**config.mk**
```make
export PLATFORM = sky130hd
export DESIGN_NAME = branch_resolve_unit
export DESIGN_NICKNAME = d
export VERILOG_FILES = /design/src/rtl/br_pkg.sv /design/src/rtl/branch_cond_eval.sv /design/src/rtl/branch_resolve_unit.sv
export SDC_FILE = /design/constraint.sdc
export NUM_CORES = 1
export LEC_CHECK = 0
export CAP_MARGIN = 40
export CORE_UTILIZATION = 30
export DETAILED_ROUTE_END_ITERATION = 10
export PLACE_DENSITY_LB_ADDON = 0.08
export RECOVER_POWER = 25
export SLEW_MARGIN = 20
export SYNTH_ARGS = -nofsm -noshare
export SYNTH_HDL_FRONTEND = slang
export SYNTH_SLANG_ARGS = --single-unit
```
**constraint.sdc**
```tcl
create_clock -name clk -period 3.7 [get_ports clk]
set_input_delay 0.37 -clock clk [delete_from_list [all_inputs] [get_ports clk]]
set_output_delay 0.37 -clock clk [all_outputs]
set_load 0.05 [all_outputs]
```
**src/rtl/br_pkg.sv**
```systemverilog
// Shared branch-unit types: branch opcodes, condition codes and flag bit positions.
package br_pkg;

  typedef enum logic [1:0] {
    BR_NONE = 2'b00,
    BR_JMP  = 2'b01,
    BR_COND = 2'b10,
    BR_JREG = 2'b11
  } br_op_e;

  typedef enum logic [2:0] {
    COND_EQ = 3'd0,
    COND_NE = 3'd1,
    COND_MI = 3'd2,
    COND_PL = 3'd3,
    COND_CS = 3'd4,
    COND_CC = 3'd5,
    COND_VS = 3'd6,
    COND_LE = 3'd7
  } br_cond_e;

  // Bit positions inside the {V,C,N,Z} flag vector
  localparam int FLG_Z  = 0;
  localparam int FLG_N  = 1;
  localparam int FLG_C  = 2;
  localparam int FLG_V  = 3;
  localparam int FLAG_W = 4;

endpackage

```
**src/rtl/branch_cond_eval.sv**
```systemverilog
// Combinational condition evaluator: condition code + {V,C,N,Z} flags -> cond_true.
// Zero latency, no flow control.
module branch_cond_eval
  import br_pkg::*;
(
  input  logic [2:0]        cond,
  input  logic [FLAG_W-1:0] flags,
  output logic              cond_true
);

  always_comb begin
    cond_true = 1'b0;
    case (br_cond_e'(cond))
      COND_EQ: cond_true =  flags[FLG_Z];
      COND_NE: cond_true = ~flags[FLG_Z];
      COND_MI: cond_true =  flags[FLG_N];
      COND_PL: cond_true = ~flags[FLG_N];
      COND_CS: cond_true =  flags[FLG_C];
      COND_CC: cond_true = ~flags[FLG_C];
      COND_VS: cond_true =  flags[FLG_V];
      COND_LE: cond_true =  flags[FLG_Z] | flags[FLG_N];
      default: cond_true = 1'b0;
    endcase
  end

endmodule

```
**src/rtl/branch_resolve_unit.sv**
```systemverilog
// EX-stage branch resolution: flag register, same-cycle branch decision, registered front-end flush.
// Optional BR_STATS_EN adds resolved/taken branch counters (br_cnt, tkn_cnt).
module branch_resolve_unit
  import br_pkg::*;
#(
  parameter int                        ALU_SEL_W    = 4,
  parameter logic [2**ALU_SEL_W-1:0]   FLAG_OP_MASK = 16'h003E,
  parameter int                        FLUSH_STAGES = 2,
  parameter int                        CNT_W        = 16
) (
  input  logic                 clk,
  input  logic                 rst,
  input  logic                 ex_valid,
  input  logic [ALU_SEL_W-1:0] ex_alu_sel,
  input  logic                 alu_z,
  input  logic                 alu_n,
  input  logic                 alu_c,
  input  logic                 alu_v,
  input  logic [1:0]           ex_br_op,
  input  logic [2:0]           ex_cond,
  output logic                 br_taken,
  output logic                 br_sel,
  output logic                 br_type_sel,
  output logic                 flush,
  output logic [FLAG_W-1:0]    flags_q
`ifdef BR_STATS_EN
  ,
  output logic [CNT_W-1:0]     br_cnt,
  output logic [CNT_W-1:0]     tkn_cnt
`endif
);

  if (FLUSH_STAGES < 1 || FLUSH_STAGES > 7) begin : g_bad_flush
    $fatal(1, "branch_resolve_unit: FLUSH_STAGES must be in 1..7");
  end
  if (CNT_W < 1) begin : g_bad_cnt
    $fatal(1, "branch_resolve_unit: CNT_W must be at least 1");
  end

  logic [2:0]        r_flush_cnt;
  logic [FLAG_W-1:0] r_flags;
  logic              w_live;
  logic              w_cond_true;
  logic              w_flag_we;

  assign flush     = (r_flush_cnt != 3'd0);
  assign flags_q   = r_flags;
  // A slot sitting in EX while flush is high is squashed: it neither writes flags nor branches.
  assign w_live    = ex_valid & ~flush & ~rst;
  assign w_flag_we = w_live & FLAG_OP_MASK[ex_alu_sel];

  branch_cond_eval u_cond (
    .cond      (ex_cond),
    .flags     (r_flags),
    .cond_true (w_cond_true)
  );

  always_comb begin
    br_taken    = 1'b0;
    br_sel      = 1'b0;
    br_type_sel = 1'b0;
    if (w_live) begin
      case (br_op_e'(ex_br_op))
        BR_JMP: begin
          br_taken = 1'b1;
          br_sel   = 1'b1;
        end
        BR_JREG: begin
          br_taken    = 1'b1;
          br_sel      = 1'b1;
          br_type_sel = 1'b1;
        end
        BR_COND: begin
          br_taken = w_cond_true;
          br_sel   = w_cond_true;
        end
        default: ;
      endcase
    end
  end

  always_ff @(posedge clk) begin
    if (rst) begin
      r_flags     <= '0;
      r_flush_cnt <= 3'd0;
    end else begin
      if (w_flag_we)
        r_flags <= {alu_v, alu_c, alu_n, alu_z};
      // br_taken already implies live, so no retrigger can happen mid-flush
      if (br_taken)
        r_flush_cnt <= 3'(FLUSH_STAGES);
      else if (flush)
        r_flush_cnt <= r_flush_cnt - 3'd1;
    end
  end

`ifdef BR_STATS_EN
  logic [CNT_W-1:0] r_br_cnt;
  logic [CNT_W-1:0] r_tkn_cnt;

  always_ff @(posedge clk) begin
    if (rst) begin
      r_br_cnt  <= '0;
      r_tkn_cnt <= '0;
    end else begin
      if (w_live && (ex_br_op != BR_NONE))
        r_br_cnt <= r_br_cnt + 1'b1;
      if (br_taken)
        r_tkn_cnt <= r_tkn_cnt + 1'b1;
    end
  end

  assign br_cnt  = r_br_cnt;
  assign tkn_cnt = r_tkn_cnt;
`endif

endmodule

```
==> impl_metrics.toml, run 1 <==
[final_layout]
most-common-layout-cells = "sky130_fd_sc_hd__clkdlybuf4s50_1, sky130_fd_sc_hd__nor2_1, sky130_fd_sc_hd__dfxtp_1"
insertedDiodeCount = 0
fillCellCount = 131
layout.cells.most_common = "sky130_fd_sc_hd__clkdlybuf4s50_1"
multi_input_area_um2 = 250
areaGrowthSynthToFinish_pct = 62.0
final_util_pct = 52.0
finish.net_count = 91
sequential_cell_area_in_the_final_layout_um2 = 140
share_of_final_layout_standard_cells_stronger_than_drive_strength_1_pct = 5.48

[sta]
setup_repair_after_global_routing_missed_its_margin = "no"
timing_hold_violations_final = 0
finalSetupTns_ps = 0
final_period_minus_worst_setup_slack_ps = 3020
setup-violations-final = 0
timing.final.crit_share_pct = 81.6
skew_ps = 1.69
final_max_slew_viol_count = 0
worst_slew_pin_slew_ps = 493
clock.fmax_ghz = 0.331
timing.max_slew.rel_slack_pct = 67.0

[job]
max-cap-violations = 0

[pwr]
peakVddDrop_v = 0.000369
leakage_nw = 0.287
power-per-cell-area_nw_per_um2 = 564

[global_routing]
number_of_antenna_violations_at_the_first_check_in_global_routing = 0
grt_pass1_wl_mm = 1.57
busiest_layer = "met2"
grt.total_usage_pct = 15.5
met3_usage_pct = 5.11
gr-total-overflow = 0
grt_start_max_net_pins = 10
vias_in_the_first_global_route = 394
grt_use_met1_pct = 18.1
met2_usage_pct = 25.0

[clock_tree]
clock_insertion_delay_worst_skew_ps = 250
post_cts_sizing_count = 0
cts.clk_slew.worst_paths_ps = 50
post_cts_hold_buffer_count = 0
clock_tree.buffer_depth = 2
cts_root_buf = "sky130_fd_sc_hd__clkbuf_4"
cts.htree.levels = 1
clock_sink_count = 7
cts_setup_buffers = 0
cts_tree = "done"
cts_made_buffers = 3

[yosys]
synth_fp_nets = 66
top_cell_type_by_total_area_after_synthesis = "sky130_fd_sc_hd__dfxtp_1"
post_synth_inst_count = 49
yosysSeqAreaShare_pct = 33.5
synth.top_cell.area_share_pct = 33.5
synth_cell_types = 28
synth.cell_area_um2 = 418
ys_top_cells_by_area = "sky130_fd_sc_hd__dfxtp_1, sky130_fd_sc_hd__mux2i_1, sky130_fd_sc_hd__nor2_1"
yosys_warnings = 0
synth_area_per_cell_um2 = 8.53
yosys_register_bits = 7

[drt]
routed_wl_mm = 1.06
via_count = 455
drtPass1Iterations = 4
initialDrtViolationCount = 3
route.detailed.wl_per_inst_um = 12.0
drt-vias-per-instance = 5.17
antenna_left = 0
post-route-drc-count = 0

[floorplanning]
num_rows = 13
starting_density_of_the_core_pct = 32.1
pin_count = 24
design.die.area_um2 = 1550
core_area_um2 = 1300
die_width_um = 39.3
chipHeight_um = 39.3

[critical_path]
cp_data_required_time_ps = 3330
cp-end-kind = "primary output"
critical_path_fanouts_max = 5
worstSetupStartpointType = "primary input"
path_class = "primary input to primary output"
crit_arrival_ps = 2650

[placement]
post_dp_hpwl_um = 802
place_congestion = 0.689
numPortBuffers = 23

[outcome]
result_of_the_run = "complete, no violations"

[min_path]
min_path_type = "register to register"
[per-layer routing]
metal | share of wire [%] | wire length, µm | vias to the layer above
li1 | - | - | 227
met1 | 45 | 473 | 203
met2 | 43 | 454 | 23
met3 | 11 | 118 | 2
met4 | 0.85 | 9 | 0
met5 | 0 | 0 | -
[sequential cells by signal (all words and copies together) (netlist names)]
name	cells
flags_q	4
r_flush_cnt	3
[synthesized netlist by cell type]
master and instances:
sky130_fd_sc_hd__o32ai_1 1, sky130_fd_sc_hd__xor2_1 1, sky130_fd_sc_hd__or2_1 1, sky130_fd_sc_hd__a21oi_1 2
sky130_fd_sc_hd__dfxtp_1 7, sky130_fd_sc_hd__ha_1 1, sky130_fd_sc_hd__nor3b_1 1, sky130_fd_sc_hd__mux2i_1 4
sky130_fd_sc_hd__inv_1 3, sky130_fd_sc_hd__nor2_1 7, sky130_fd_sc_hd__clkbuf_1 2, sky130_fd_sc_hd__o211ai_1 1
sky130_fd_sc_hd__or3_1 1, sky130_fd_sc_hd__and2_1 1, sky130_fd_sc_hd__nor3_1 1, sky130_fd_sc_hd__nand3_1 1
sky130_fd_sc_hd__a2111o_1 1, sky130_fd_sc_hd__and2b_2 1, sky130_fd_sc_hd__o21ai_0 1, sky130_fd_sc_hd__nor4_1 2
sky130_fd_sc_hd__and3_1 1, sky130_fd_sc_hd__or4_1 1, sky130_fd_sc_hd__buf_4 1, sky130_fd_sc_hd__nand2_1 1
sky130_fd_sc_hd__o2111a_2 1, sky130_fd_sc_hd__nand3b_1 1, sky130_fd_sc_hd__a221oi_1 1, sky130_fd_sc_hd__xnor2_1 2
[stage by stage]
stage          hold WS [ps]  std cells  setup slack, ps  total power, mW  area (µm²)
6_report                552         88              682            0.381         677
5_1_grt                 571         88              519            0.406         677
4_1_cts                 544         88              760            0.384         678
3_5_place_dp            536         84              766            0.313         652
3_3_place_gp            537         84              789            0.312         652
2_1_floorplan           506         49             1330            0.250         418
[worst max-delay path, cell delays in order]
cell                              delay [ps]
sky130_fd_sc_hd__dlygate4sd3_1           610
sky130_fd_sc_hd__and2b_2                 230
sky130_fd_sc_hd__a221oi_1                230
sky130_fd_sc_hd__o2111a_1                270
sky130_fd_sc_hd__or2_1                   140
sky130_fd_sc_hd__clkdlybuf4s50_1         800
[worst paths after layout]
kind | end | from | slack, ps | cells after the start
min | r_flush_cnt[0]$_SDFFE_PP0P_ | r_flush_cnt[0]$_SDFFE_PP0P_ | 550 | 2
min reg2reg | r_flush_cnt[0]$_SDFFE_PP0P_ | r_flush_cnt[0]$_SDFFE_PP0P_ | 550 | 2
max | br_taken | ex_cond[1] | 680 | 6
max reg2reg | flags_q[2]$_SDFFE_PP0P_ | r_flush_cnt[0]$_SDFFE_PP0P_ | 1970 | 6
[layout make-up]
cell class / count / share of cell area (%)
Clock buffer: 4 / 3.88
Timing Repair Buffer: 23 / 34.0
Inverter: 3 / 1.66
Tap cell: 15 / 2.77
Sequential cell: 7 / 20.7
Multi-Input combinational cell: 36 / 37.0
[kinds of logic after synthesis]
kind of cell,synth area share (%)
flip-flops,33.5
AND/OR/NAND/NOR,26.1
multiplexers,9.58
adder cells (fa/ha/maj),2.99
AO/OA/AOI/OAI,15.3
XOR/XNOR,6.29
buffers and inverters,6.29
[report_power, final]
part,internal (mW),total (mW),switching (mW)
Clock,0.0412,0.0697,0.0285
Combinational,0.0830,0.209,0.126
Sequential,0.0921,0.103,0.0107
Total,0.216,0.381,0.165
(Power assumes the default switching activity.)
==> inputs of run 2 (changes only) <==
==> constraint.sdc (replaced) <==
create_clock -name clk -period 2.7 [get_ports clk]
set_input_delay 0.27 -clock clk [delete_from_list [all_inputs] [get_ports clk]]
set_output_delay 0.27 -clock clk [all_outputs]
set_load 0.05 [all_outputs]
==> impl_metrics.toml, run 2 (synthesized netlist as in run 1, its figures left out) <==
[floorplanning]
num_rows = 13
die_width_um = 39.3
chipHeight_um = 39.3
design.die.area_um2 = 1550
starting_density_of_the_core_pct = 32.1
core_area_um2 = 1300
pin_count = 24

[clock_tree]
post_cts_hold_buffer_count = 0
post_cts_sizing_count = 0
cts.clk_slew.worst_paths_ps = 40
clock_sink_count = 7
cts_setup_buffers = 0
cts_root_buf = "sky130_fd_sc_hd__clkbuf_4"
clock_insertion_delay_worst_skew_ps = 240
cts_made_buffers = 3
clock_tree.buffer_depth = 2
cts.htree.levels = 1
cts_tree = "done"

[pwr]
switching_share_pct = 41.7
power-per-cell-area_nw_per_um2 = 756
combinationalPowerShare_pct = 56.4
sequential_fraction_of_design_power_pct = 26.6
peakVddDrop_v = 0.000535
total_design_power_mw = 0.528
switching_power_mw = 0.220
leakage_nw = 0.298
clkPwrFrac_pct = 17.0
internal-power_mw = 0.308

[critical_path]
worstSetupStartpoint = "r_flush_cnt[0]$_SDFFE_PP0P_"
worstSetupStartpointType = "register"
slowest_stage = "sky130_fd_sc_hd__clkdlybuf4s50_1"
max_stage_delay_ps = 790
path_buf_inv = 1
crit_arrival_ps = 2210
path_class = "register to primary output"
cp_delay_by_family_top = "buffers and inverters"
cp_data_required_time_ps = 2430
beginning_of_the_worst_register_to_register_path = "r_flush_cnt[0]$_SDFFE_PP0P_"
critical_path.cell_chain = "nor2_1, ha_1, nand2_1, nor2_1, and3_1, clkdlybuf4s50_1"
cp-end-kind = "primary output"
critical_path_fanouts_max = 7
critical-path-top-cell-by-count = "sky130_fd_sc_hd__nor2_1"

[final_layout]
most-common-layout-cells = "sky130_fd_sc_hd__clkdlybuf4s50_1, sky130_fd_sc_hd__nor2_1, sky130_fd_sc_hd__dfxtp_1"
areaGrowthSynthToFinish_pct = 67.1
insertedDiodeCount = 0
finish.net_count = 91
largest_register_ff_count = 4
stdcell_count = 88
final_design_area_excluding_fillers_um2 = 698
final_util_pct = 53.7
share_of_final_layout_standard_cells_stronger_than_drive_strength_1_pct = 9.59
layout.cells.most_common = "sky130_fd_sc_hd__clkdlybuf4s50_1"

[sta]
final_max_slew_viol_count = 0
skew_ps = 8.16
timing.max_slew.rel_slack_pct = 66.8
timing.final.crit_share_pct = 91.8
setup-violations-final = 0
worst_slew_pin_slew_ps = 496
finalSetupTns_ps = 0
setup_repair_after_global_routing_missed_its_margin = "no"
final_period_minus_worst_setup_slack_ps = 2480
finalHoldWorstSlack_ps = 541
clock.fmax_ghz = 0.403
timing_hold_violations_final = 0
setup_ws_ps = 221

[placement]
post_dp_hpwl_um = 783
placed_cells_incl_taps = 84
preCtsSetupSlack_ps = 424
detailed_place.area_um2 = 672
numPortBuffers = 23
place_congestion = 0.633

[global_routing]
grt.total_usage_pct = 14.6
gr-total-overflow = 0
number_of_antenna_violations_at_the_first_check_in_global_routing = 0
grt_pass1_wl_mm = 1.50
vias_in_the_first_global_route = 367
grt_start_max_net_pins = 10

[outcome]
result_of_the_run = "complete, no violations"

[drt]
via_count = 418
routed_wl_um = 972
drt-vias-per-instance = 4.75
drtPass1Iterations = 2
route.detailed.wl_per_inst_um = 11.0
post-route-drc-count = 0
antenna_left = 0
initialDrtViolationCount = 8

[job]
max-cap-violations = 0

[min_path]
worst_hold_startpoint = "r_flush_cnt[2]$_SDFFE_PP0P_"
min_path_type = "register to register"
## run 2: worst min-delay path: stages (launching register included)
cell                      delay, ps
sky130_fd_sc_hd__dfxtp_1        310
sky130_fd_sc_hd__a21oi_1        120
sky130_fd_sc_hd__nor4_1          50
## run 2: metal layers
metal,up-vias,part of all wire (%),GRT usage (%)
li1,223,-,-
met1,180,49,18.7
met2,15,40,21.3
met3,0,11,5.11
met4,0,0,7.76
met5,-,0,0
## run 2: power groups by stage
stage	Clock, mW	Combinational, mW	Sequential [mW]
detailed placement	0	0.300	0.142
global placement	0	0.298	0.143
finish	0.0896	0.298	0.140
floorplan	0	0.193	0.150
global route	0.0984	0.328	0.143
CTS	0.0926	0.302	0.141
## run 2: final timing paths
check | depth (start not counted) | endpoint | slack [ps]
worst max-delay path | 6 | br_type_sel | 220
worst min-delay path | 2 | r_flush_cnt[2]$_SDFFE_PP0P_ | 540
worst max register to register | 6 | flags_q[3]$_SDFFE_PP0P_ | 1000
worst min register to register | 2 | r_flush_cnt[2]$_SDFFE_PP0P_ | 540
## run 2: final cells by class
type                    instances  area, µm²
fillers                       126        603
multi-input cells              36        251
repair buffers                 23        250
flip-flops and latches          7        140
clock buffers                   4       26.3
well taps                      15       18.8
inverters                       3       11.3
==> inputs of run 3 (changes only) <==
--- a/config.mk
+++ b/config.mk
@@ -13,4 +13,5 @@
 export SLEW_MARGIN = 20
 export SYNTH_ARGS = -nofsm -noshare
 export SYNTH_HDL_FRONTEND = slang
+export SYNTH_HIERARCHICAL = 1
 export SYNTH_SLANG_ARGS = --single-unit
==> impl_metrics.toml, run 3 <==
[yosys]
yosysSeqAreaShare_pct = 28.7
post_synth_inst_count = 52
synth_cell_types = 27
synth_compound_gate_area_share_pct = 18.2
synth_fp_nets = 69
yosys_register_bits = 7
postSynth.topFlopCell = "sky130_fd_sc_hd__dfxtp_1"
share_of_synthesized_area_spent_on_multiplexers_pct = 2.05
yosys.area_share.adder_pct = 2.56
netlist_top_cells_count = "sky130_fd_sc_hd__dfxtp_1, sky130_fd_sc_hd__nand2_1, sky130_fd_sc_hd__nand4_1, sky130_fd_sc_hd__o311ai_1"
top_cell_type_by_total_area_after_synthesis = "sky130_fd_sc_hd__dfxtp_1"
ys_top_cells_by_area = "sky130_fd_sc_hd__dfxtp_1, sky130_fd_sc_hd__o311ai_1, sky130_fd_sc_hd__nand4bb_4"
synth-xor-area-share_pct = 5.38
asyncSetResetFlopFracSynth_pct = 0
library_cell_with_the_highest_instance_count_after_synthesis = "sky130_fd_sc_hd__dfxtp_1"
synth_area_per_cell_um2 = 9.38
synth-simple-area-share_pct = 36.9
yosys_warnings = 6
synth_top_family_by_area = "simple AND/OR/NAND/NOR gates"
synth.top_cell.area_share_pct = 28.7
synth.cell_area_um2 = 488
synth_enable_flop_cells = 0

[pwr]
total_design_power_mw = 0.520
internal-power_mw = 0.295
sequential_fraction_of_design_power_pct = 27.0
switching_share_pct = 43.3
clkPwrFrac_pct = 18.4
combinationalPowerShare_pct = 54.7
leakage_nw = 0.302
peakVddDrop_v = 0.000369
power-per-cell-area_nw_per_um2 = 680
switching_power_mw = 0.225

[sta]
setup_repair_after_global_routing_missed_its_margin = "no"
worst_slew_pin_slew_ps = 494
skew_ps = 3.13
setup-violations-final = 0
clock.fmax_ghz = 0.407
timing_hold_violations_final = 0
finalSetupTns_ps = 0
timing.final.crit_share_pct = 90.9
timing.max_slew.rel_slack_pct = 66.9
final_max_slew_viol_count = 0
finalHoldWorstSlack_ps = 495
final_period_minus_worst_setup_slack_ps = 2460

[clock_tree]
cts.htree.levels = 1
cts_root_buf = "sky130_fd_sc_hd__clkbuf_4"
post_cts_sizing_count = 0
cts_tree = "done"
clock_insertion_delay_worst_skew_ps = 250
cts.clk_slew.worst_paths_ps = 50
clock_tree.buffer_depth = 2
cts_setup_buffers = 0
cts_made_buffers = 3
post_cts_hold_buffer_count = 0
clock_sink_count = 7

[final_layout]
insertedDiodeCount = 0
fillCellCount = 145
layout.cells.most_common = "sky130_fd_sc_hd__clkdlybuf4s50_1"
finish.net_count = 95
sequential_cell_area_in_the_final_layout_um2 = 140
areaGrowthSynthToFinish_pct = 56.9
share_of_final_layout_standard_cells_stronger_than_drive_strength_1_pct = 11.7
multi_input_area_um2 = 318
final_design_area_excluding_fillers_um2 = 766
largest_register_ff_count = 4
most-common-layout-cells = "sky130_fd_sc_hd__clkdlybuf4s50_1, sky130_fd_sc_hd__dfxtp_1, sky130_fd_sc_hd__nand2_1"

[critical_path]
critical-path-top-cell-by-count = "sky130_fd_sc_hd__nor2_1"
path_class = "register to primary output"
slowest_stage = "sky130_fd_sc_hd__clkdlybuf4s50_1"
cp_delay_by_family_top = "buffers and inverters"
worstSetupStartpointType = "register"
cp_data_required_time_ps = 2430
critical_path.cell_chain = "nor2_1, ha_1, nand3b_4, nor2_1, clkdlybuf4s50_1"
path_buf_inv = 1
cp-end-kind = "primary output"
critical_path_fanouts_max = 9
max_stage_delay_ps = 800
crit_arrival_ps = 2190

[outcome]
result_of_the_run = "complete, no violations"

[drt]
via_count = 495
post-route-drc-count = 0
antenna_left = 0
route.detailed.wl_per_inst_um = 12.2
initialDrtViolationCount = 5
drt-vias-per-instance = 5.32
drtPass1Iterations = 4
routed_wl_mm = 1.13

[floorplanning]
design.die.area_um2 = 1790
core_area_um2 = 1510
die_width_um = 42.3
starting_density_of_the_core_pct = 32.4
chipHeight_um = 42.3
num_rows = 14
pin_count = 24

[global_routing]
number_of_antenna_violations_at_the_first_check_in_global_routing = 0
vias_in_the_first_global_route = 420
grt_pass1_wl_mm = 1.86
gr-total-overflow = 0
grt_start_max_net_pins = 10
grt.total_usage_pct = 13.3

[placement]
post_dp_hpwl_um = 872
place_congestion = 0.730
numPortBuffers = 23
detailed_place.area_um2 = 739

[job]
max-cap-violations = 0

[min_path]
min_path_type = "register to register"
==> run 3: cells by family after synthesis <==
logic type | Yosys count
compound gates | 10
xor+xnor | 3
flops | 7
buf+inv | 5
simple gates | 25
mux | 1
fa+ha+maj | 1
==> run 3: final cells by class <==
| cell class | instances | area share (%) |
|---|---|---|
| Clock buffer | 4 | 3.43 |
| Inverter | 3 | 1.47 |
| Multi-Input combinational cell | 40 | 41.5 |
| Sequential cell | 7 | 18.3 |
| Tap cell | 16 | 2.61 |
| Timing Repair Buffer | 23 | 32.7 |
==> run 3: through the flow <==
stage	std cells	setup slack, ps	utilization, %
2_1_floorplan	52	536	-
3_3_place_gp	89	541	49.1
3_5_place_dp	89	504	49.1
4_1_cts	93	240	50.8
5_1_grt	93	107	50.8
6_report	93	245	50.8
==> run 3: path summary, 6_finish.rpt <==
kind	slack, ps	endpoint	from	depth (start not counted)
max	240	br_type_sel	r_flush_cnt[0]$_SDFFE_PP0P_	5
min	500	flags_q[1]$_SDFFE_PP0P_	flags_q[1]$_SDFFE_PP0P_	2
max reg2reg	1060	r_flush_cnt[1]$_SDFFE_PP0P_	flags_q[1]$_SDFFE_PP0P_	6
min reg2reg	500	flags_q[1]$_SDFFE_PP0P_	flags_q[1]$_SDFFE_PP0P_	2
==> run 3: power by group through the flow <==
stage               Clock, mW  Combinational [mW]  Sequential (mW)
floorplan                   0               0.191            0.158
global route            0.108               0.304            0.143
finish                 0.0956               0.284            0.140
global placement            0               0.282            0.141
CTS                    0.0997               0.284            0.140
detailed placement          0               0.282            0.142
==> run 3: metal layers <==
| layer | track usage [%] | up-vias | routed length, µm |
|---|---|---|---|
| li1 | - | 251 | - |
| met1 | 19.0 | 212 | 536 |
| met5 | 0 | - | 0 |
| met2 | 20.3 | 30 | 498 |
| met4 | 3.75 | 0 | 5 |
| met3 | 2.59 | 2 | 92 |
==> run 3: tightest hold or removal path: stages, from the launching register on <==
cell and delay (ps):
sky130_fd_sc_hd__dfxtp_1 320, sky130_fd_sc_hd__o311ai_1 80, sky130_fd_sc_hd__nand2_1 50
